[config.mk]
export PLATFORM = sky130hd
export DESIGN_NAME = conv_filter_scheduler
export DESIGN_NICKNAME = d
export VERILOG_FILES = /design/src/rtl/conv_filter_scheduler.sv
export SDC_FILE = /design/constraint.sdc
export NUM_CORES = 1
export LEC_CHECK = 0
export BUFFER_PORTS_ARGS = -buffer_cell sky130_fd_sc_hd__buf_4
export CORE_UTILIZATION = 46
export DETAILED_ROUTE_END_ITERATION = 6
export GPL_TIMING_DRIVEN = 1
export PLACE_DENSITY_LB_ADDON = 0.08
export SLEW_MARGIN = 20
export SYNTH_ARGS = -nofsm -noshare
export SYNTH_HDL_FRONTEND = slang
export SYNTH_SLANG_ARGS = --single-unit
[constraint.sdc]
create_clock -name clk -period 2.4 [get_ports clk]
set_clock_uncertainty 0.2 [all_clocks]
set_input_delay 0.48 -clock clk [delete_from_list [all_inputs] [get_ports clk]]
set_output_delay 0.48 -clock clk [all_outputs]
set_load 0.05 [all_outputs]
[src/rtl/conv_filter_scheduler.sv]
// Layer sequencer: one conv pass per filter, with bank select, conv handshake and result-RAM addressing.
// Optional watchdog enabled by defining CONV_TIMEOUT_EN.
module conv_filter_scheduler #(
  parameter int unsigned NUM_FILTERS  = 8,
  parameter int unsigned FILT_W       = 3,
  parameter int unsigned KERNEL_SIZE  = 9,
  parameter int unsigned WBASE_W      = 7,
  parameter int unsigned OUT_MAP_SIZE = 676,
  parameter int unsigned RES_ADDR_W   = 13
`ifdef CONV_TIMEOUT_EN
  ,
  parameter int unsigned TIMEOUT_CYC  = 4096
`endif
) (
  input  logic                  clk,
  input  logic                  reset,
  input  logic                  start_layer,
  input  logic                  conv_latch_result,
  input  logic                  conv_final_done,
  output logic                  conv_start,
  output logic [FILT_W-1:0]     filter_sel,
  output logic [WBASE_W-1:0]    weight_base,
  output logic                  res_wr_en,
  output logic [RES_ADDR_W-1:0] res_wr_addr,
  output logic                  busy,
  output logic                  layer_done,
  output logic                  err_count,
  output logic                  err_timeout
);

  localparam int unsigned PIX_W    = $clog2(OUT_MAP_SIZE + 1);
  localparam int unsigned MAX_ADDR = NUM_FILTERS * OUT_MAP_SIZE - 1;

  typedef enum logic [2:0] {S_IDLE, S_ARM, S_RUN, S_RELEASE, S_DONE} state_t;

  state_t                state, state_next;
  logic [PIX_W-1:0]      pix_cnt, pix_cnt_next;
  logic [FILT_W-1:0]     filter_sel_next;
  logic [WBASE_W-1:0]    weight_base_next;
  logic [RES_ADDR_W-1:0] res_wr_addr_next;
  logic                  err_count_next;
  logic                  err_timeout_next;
  logic                  wr;

  assign wr        = (state == S_RUN) && conv_latch_result;
  assign res_wr_en = wr;

`ifdef CONV_TIMEOUT_EN
  logic [12:0] wd_cnt, wd_cnt_next;
`endif

  // Next-state and datapath updates
  always_comb begin
    state_next       = state;
    pix_cnt_next     = pix_cnt;
    filter_sel_next  = filter_sel;
    weight_base_next = weight_base;
    res_wr_addr_next = res_wr_addr;
    err_count_next   = err_count;
    err_timeout_next = err_timeout;
`ifdef CONV_TIMEOUT_EN
    wd_cnt_next      = '0;
    if (state == S_RUN && !conv_latch_result) wd_cnt_next = wd_cnt + 13'(1);
`endif

    // Saturated pass keeps writing at the held address and flags the overrun
    if (wr) begin
      if (pix_cnt != PIX_W'(OUT_MAP_SIZE)) begin
        pix_cnt_next = pix_cnt + PIX_W'(1);
        if (res_wr_addr != RES_ADDR_W'(MAX_ADDR)) res_wr_addr_next = res_wr_addr + RES_ADDR_W'(1);
      end else begin
        err_count_next = 1'b1;
      end
    end

    case (state)
      S_IDLE: begin
        if (start_layer) begin
          state_next       = S_ARM;
          filter_sel_next  = '0;
          weight_base_next = '0;
          pix_cnt_next     = '0;
          res_wr_addr_next = '0;
          err_count_next   = 1'b0;
          err_timeout_next = 1'b0;
        end
      end
      S_ARM: state_next = S_RUN;
      S_RUN: begin
        if (conv_final_done) begin
          state_next = S_RELEASE;
          if (pix_cnt_next != PIX_W'(OUT_MAP_SIZE)) err_count_next = 1'b1;
        end
`ifdef CONV_TIMEOUT_EN
        else if (!conv_latch_result && wd_cnt == 13'(TIMEOUT_CYC - 1)) begin
          state_next       = S_DONE;
          err_timeout_next = 1'b1;
        end
`endif
      end
      S_RELEASE: begin
        if (!conv_final_done) begin
          if (filter_sel == FILT_W'(NUM_FILTERS - 1)) begin
            state_next = S_DONE;
          end else begin
            state_next       = S_ARM;
            filter_sel_next  = filter_sel + FILT_W'(1);
            weight_base_next = weight_base + WBASE_W'(KERNEL_SIZE);
            pix_cnt_next     = '0;
          end
        end
      end
      S_DONE:  state_next = S_IDLE;
      default: state_next = S_IDLE;
    endcase
  end

  always_ff @(posedge clk) begin
    if (reset) begin
      state       <= S_IDLE;
      pix_cnt     <= '0;
      filter_sel  <= '0;
      weight_base <= '0;
      res_wr_addr <= '0;
      conv_start  <= 1'b0;
      busy        <= 1'b0;
      layer_done  <= 1'b0;
      err_count   <= 1'b0;
    end else begin
      state       <= state_next;
      pix_cnt     <= pix_cnt_next;
      filter_sel  <= filter_sel_next;
      weight_base <= weight_base_next;
      res_wr_addr <= res_wr_addr_next;
      conv_start  <= (state_next == S_RUN);
      busy        <= (state_next != S_IDLE);
      layer_done  <= (state_next == S_DONE);
      err_count   <= err_count_next;
    end
  end

`ifdef CONV_TIMEOUT_EN
  // Watchdog counts stalled RUN cycles since entry or the last result
  always_ff @(posedge clk) begin
    if (reset) begin
      wd_cnt      <= '0;
      err_timeout <= 1'b0;
    end else begin
      wd_cnt      <= wd_cnt_next;
      err_timeout <= err_timeout_next;
    end
  end
`else
  assign err_timeout = 1'b0;
  logic unused_err_timeout_next;
  assign unused_err_timeout_next = err_timeout_next;
`endif

endmodule

**Word-level counts from Yosys, hierarchy flattened**

Cells that the tools add are included.

- Flip-flop bits (word level): 40
- Bits of input ports: 5
- Output and inout port bits: 29
- Word-level logic and storage cells: 60

- Add/subtract/negate cells: 4
- Eq/ne operators: 12
- Mux-type cells: 30
- Reduce and logical (&&, ||, !) cells: 5

Operators by type and width:

| operator | count |
|---|---|
| $mux W13 | 5 |
| $mux W10 | 5 |
| $mux W3 | 7 |
| $mux W7 | 3 |
| $ne A10 B10 Y1 const B | 2 |
| $pmux W10 S2 | 1 |
| $pmux W7 S2 | 1 |
| $add A13 B1 Y13 const B | 1 |
| $ne A13 B13 Y1 const B | 1 |
| $pmux W3 S4 | 1 |
| $add A10 B1 Y10 const B | 1 |
| $eq A3 B2 Y1 const B | 3 |
| $add A7 B4 Y7 const B | 1 |
| $eq A3 B3 Y1 const B | 2 |
| $ne A2 B2 Y1 const B | 3 |
| $pmux W3 S2 | 1 |
| $mux W1 | 5 |
| $reduce_and A4 Y1 | 1 |
| $add A3 B1 Y3 const B | 1 |
| $eq A3 B1 Y1 const B | 1 |
| $logic_not A3 Y1 | 1 |
| $reduce_bool A3 Y1 | 1 |
| $pmux W1 S2 | 1 |
| $reduce_bool A2 Y1 | 1 |
| $logic_and A1 B1 Y1 | 1 |

**Longest topological paths before layout**

- Depth in word-level cells: 7
- Depth in mapped cells: 7
- Mapped depth without buffers: 7

**Worst setup path before layout**

Ideal clock, no wire load.

- Path type: register to register
- Start: reg res_wr_addr[0]
- End: reg res_wr_addr[12]
- Arrival: 2.091 ns
- Path slack: 0.018 ns
- Stages on the path, launching flop included: 7
- Buffers on the path: 0
- Period minus slack after synthesis: 2.382 ns
- Cells stage by stage: dfxtp_1 > ha_1 > nand4_1 > nor4_2 > o21ai_0 > nor2b_1 > a311oi_1

- Word-level cells in the longest chain between the ends: 6
- Elaborated cells on any way between the ends: 7
- Classes of those cells: add/sub (1); eq/ne (1); mux (5)

Ends and longest elaborated chain:

| item | line | source |
|---|---|---|
| start: declaration | 24 | `output logic [RES_ADDR_W-1:0] res_wr_addr,` |
| start signal: assignment | 134 | `res_wr_addr <= res_wr_addr_next;` |
| $add A13 B1 Y13 or $ne A13 B13 Y1 (tied branches) | 70 | `if (res_wr_addr != RES_ADDR_W'(MAX_ADDR)) res_wr_addr_next = res_wr_addr + RES_ADDR_W'(1);` |
| $mux W13 * | 70 |  |
| $mux W13 * | 68 | `if (pix_cnt != PIX_W'(OUT_MAP_SIZE)) begin` |
| $mux W13 * | 67 | `if (wr) begin` |
| $mux W13 | 78 | `if (start_layer) begin` |
| $mux W13 * | 76 | `case (state)` |

Every way passes the cells marked *; elsewhere a longest branch is shown, timed or not.
A chain may end at the register's enable or synchronous reset.

**Final worst setup path**

- Start: reg state[0]
- End: reg err_count

- Word-level cells in the longest chain between the ends: 7
- Elaborated cells on any way between the ends: 10
- Classes of those cells: eq/ne (2); mux (6); reduce/logical (2)

Ends and longest elaborated chain:

| item | line | source |
|---|---|---|
| start: declaration | 36 | `state_t state, state_next;` |
| start signal: assignment | 130 | `state <= state_next;` |
| $eq A3 B2 Y1 | 45, 76 |  |
| $logic_and A1 B1 Y1 | 45 | `assign wr = (state == S_RUN) && conv_latch_result;` |
| $mux W10 | 67 |  |
| $ne A10 B10 Y1 | 92 | `if (pix_cnt_next != PIX_W'(OUT_MAP_SIZE)) err_count_next = 1'b1;` |
| $mux W1 | 92 |  |
| $mux W1 | 90 | `if (conv_final_done) begin` |
| $pmux W1 S2 * | 76 |  |
| end signal: assignment | 138 | `err_count <= err_count_next;` |
| end: declaration | 27 | `output logic err_count,` |

Marks and branches as above.

==> impl_metrics.csv <==
group,metric,value,unit
critical_path,ff2ff_setup_slack,0.15,ns
global_route,grt_start_max_net_pins,22,
sta,hold_ws,0.204,ns
yosys,synth_ff_type,"dfxtp_1",
power_and_ir_drop,power_density,542,nW/um2
layout,synthToLayoutAreaGrowth,22.2,%
cts,holdBufCountCts,0,
cts,clk_path_buf_depth,2,
layout,finish.utilization,0.600,
floorplan,die_h,68.3,um
route,drt_iter0_drc,56,
critical_path,crit_chain,"or3b_4 > nor4_2 > nand3_1 > a211o_1 > o41a_1",
yosys,ys_seq_area_frac,0.396,
critical_path,crit_arrival,2.23,ns
cts,cts_buffers,5,
sta,fmax,445,MHz
layout,drive_gt1_frac,0.225,
yosys,async_reset_ff_frac,0,
global_route,grt.overflow.total,0,
sta,setup_ws,0.151,ns
global_route,grt_pass1_vias,1577,
placement,port_buffers,32,
global_route,grtUsageTotal,0.197,
sta,fin_crit,2.25,ns
floorplan,pin_count,34,
min_path,holdPathStages,2,
cts,clk_root_buffer_cell,"clkbuf_8",
critical_path,timing_worst_setup_path_type,"reg2reg",
min_path,hp-start,"reset",
cts,post_cts_resize_count,0,
critical_path,max_stage_delay,0.46,ns
placement,hpwl,3.02,mm
route,routed_wirelength,4.13,mm
sta,fin_crit_sh,0.937,
cts,htreeDepth,2,
route,drc,0,
route,wire_per_inst,12.5,um
layout,diodes,0,
critical_path,critPathLaunchType,"flop",
placement,gp_congestion,0.812,
cts,clk_latency,0.29,ns
yosys,yosysWarningCount,0,
route,top_layer_used,"met4",
route,vias,1765,
route,met3_length,113,um
global_route,grt_antenna_before_repair,0,
sta,hold_viol,0,
yosys,synth_edf_count,0,
floorplan,fp.dieW,68.3,um
floorplan,die_area,4660,um2
floorplan,start_util,0.491,
critical_path,critPathSlowestCell,"or3b_4",
critical_path,reg2reg_to,"err_count",
sta,rsz0062_at_grt,"false",
yosys,avgSynthCellArea,8.49,um2
min_path,holdCritPathClass,"in2reg",
critical_path,worst-path-max-fanout,8,
cts,cts_tree,"yes",
route,met2WireLength,1.85,mm
floorplan,rows,23,
critical_path,reg2reg_from,"state[0]",
route,wl_met1,2.11,mm
status,status,"finished, final reports clean",
route,routed_via_density,5.35,
critical_path,reg2reg_depth,5,
min_path,min_delay_worst_endpoint,"weight_base[1]",
floorplan,core_area,4120,um2
yosys,synthCells,238,
layout,fin_nets,290,
global_route,grt_pass1_wl,6.93,mm
layout,n_fill_cell,382,
run,max_cap_viol_count,0,
sta,slew_viol_final,0,
cts,cts_setup_buffers,0,
power_and_ir_drop,power_leakage,0.951,nW
yosys,synth_seq_cells,40,
critical_path,worstPathRequired,2.38,ns
critical_path,end_kind,"flop",
route,drt-pass1-iter-count,4,
sta,finalSetupViolations,0,
critical_path,worstSetupStartpoint,"state[0]",
cts,clkSinkCount,40,
route,drtAntennaViolNets,0,
power_and_ir_drop,ir_drop,0.330,mV
yosys,syn_nets,249,
yosys,ys_types,50,
sta,finalSetupTns,0,ns
yosys,synth_area,2020,um2
cts,cts.clk_slew.worst_paths,0.08,ns
placement,place_ws,0.157,ns
==> stage by stage <==
stage          instance area [um2]  power [mW]  cells
3_5_place_dp                  2370       0.893    322
3_3_place_gp                  2370       0.892    322
6_report                      2470        1.34    330
4_1_cts                       2470        1.36    330
5_1_grt                       2470        1.39    330
2_1_floorplan                 2020       0.834    238
==> per-layer routing <==
metal,GRT usage,vias to the layer above
li1,-,928
met1,0.274,806
met2,0.294,25
met3,0.0400,6
met4,0.0755,0
met5,0,-
==> critical path: cells and delay by family, from the launching register on <==
kind               cells  cell delay [ns]
and+or+nand+nor        3             0.95
DFF                    1             0.38
AOI/OAI and AO/OA      2             0.61
==> cells by family (layout without fill, tap and decap cells) <==
| kind of cell | after synthesis | count (layout) | share of synthesized area |
|---|---|---|---|
| adder cells (fa/ha/maj) | 6 | 6 | 0.0372 |
| AO/OA/AOI/OAI | 38 | 38 | 0.124 |
| buffers and inverters | 18 | 60 | 0.0365 |
| XOR/XNOR | 21 | 21 | 0.0910 |
| flip-flops | 40 | 40 | 0.396 |
| AND/OR/NAND/NOR | 113 | 113 | 0.308 |
| multiplexers | 1 | 1 | 0.00495 |
| other | 1 | 1 | 0.00186 |
==> layout make-up <==
class	instances	area, um2	share of cell area
clock buffers	6	82.6	0.0335
clock inverters	2	10.0	0.00405
inverters	7	26.3	0.0106
repair buffers	45	338	0.137
multi-input cells	180	1150	0.465
well taps	50	62.6	0.0253
flip-flops and latches	40	801	0.324
==> cells in the mapped netlist, drive strengths merged (2+ instances only) <==
master / number / area, um2
or3: 5 / 31.3
xor2: 9 / 78.8
nand2b: 2 / 12.5
or3b: 3 / 28.8
clkbuf: 8 / 30.0
o21bai: 2 / 15.0
ha: 6 / 75.1
and3: 3 / 18.8
xnor2: 12 / 105
nor2: 35 / 131
nor3b: 3 / 22.5
buf: 3 / 17.5
nand4b: 3 / 26.3
nor3: 6 / 30.0
nand4bb: 2 / 22.5
inv: 7 / 26.3
nand2: 17 / 63.8
o41a: 2 / 22.5
or2: 2 / 12.5
nor2b: 4 / 25.0
nand4: 10 / 62.6
o21ai: 7 / 35.0
a31oi: 2 / 12.5
a22oi: 2 / 15.0
dfxtp: 40 / 801
nand3: 9 / 45.0
a21oi: 14 / 70.1
nor4: 6 / 65.1
==> worst max-delay path by stage <==
| stage | to | slack, ns | depth (start not counted) |
|---|---|---|---|
| 6_report | err_count | 0.15 | 5 |
| 5_1_grt | err_count | 0.04 | 5 |
| 4_1_cts | err_count | 0.15 | 5 |
| 3_5_place_dp | err_count | 0.16 | 5 |
| 3_3_place_gp | err_count | 0.20 | 5 |
| 2_1_floorplan | res_wr_addr[12] | 0.02 | 6 |
==> flip-flops by register name, summed over array words and instances, names as in the netlist <==
register     count
weight_base      7
filter_sel       3
pix_cnt         10
busy             1
res_wr_addr     13
state            3
err_count        1
conv_start       1
layer_done       1
==> where the power goes <==
group	internal, mW	total, mW	switching (mW)
registers	0.680	0.694	0.0146
logic	0.0645	0.181	0.117
clock network	0.229	0.462	0.233
==> placed cells by master, fill, tap and decap left out, drive strengths merged, types with 3 or more instances in the layout <==
cell / count
clkbuf: 6
and3: 3
nand3: 9
nor3: 6
nand4: 10
nor2: 35
ha: 6
or3: 5
inv: 7
a21oi: 14
nor4: 6
nand4b: 3
dfxtp: 40
xnor2: 12
o21ai: 7
buf: 45
nand2: 17
or3b: 3
nor3b: 3
nor2b: 4
xor2: 9
No activity file was read; power rests on OpenSTA's default activity.
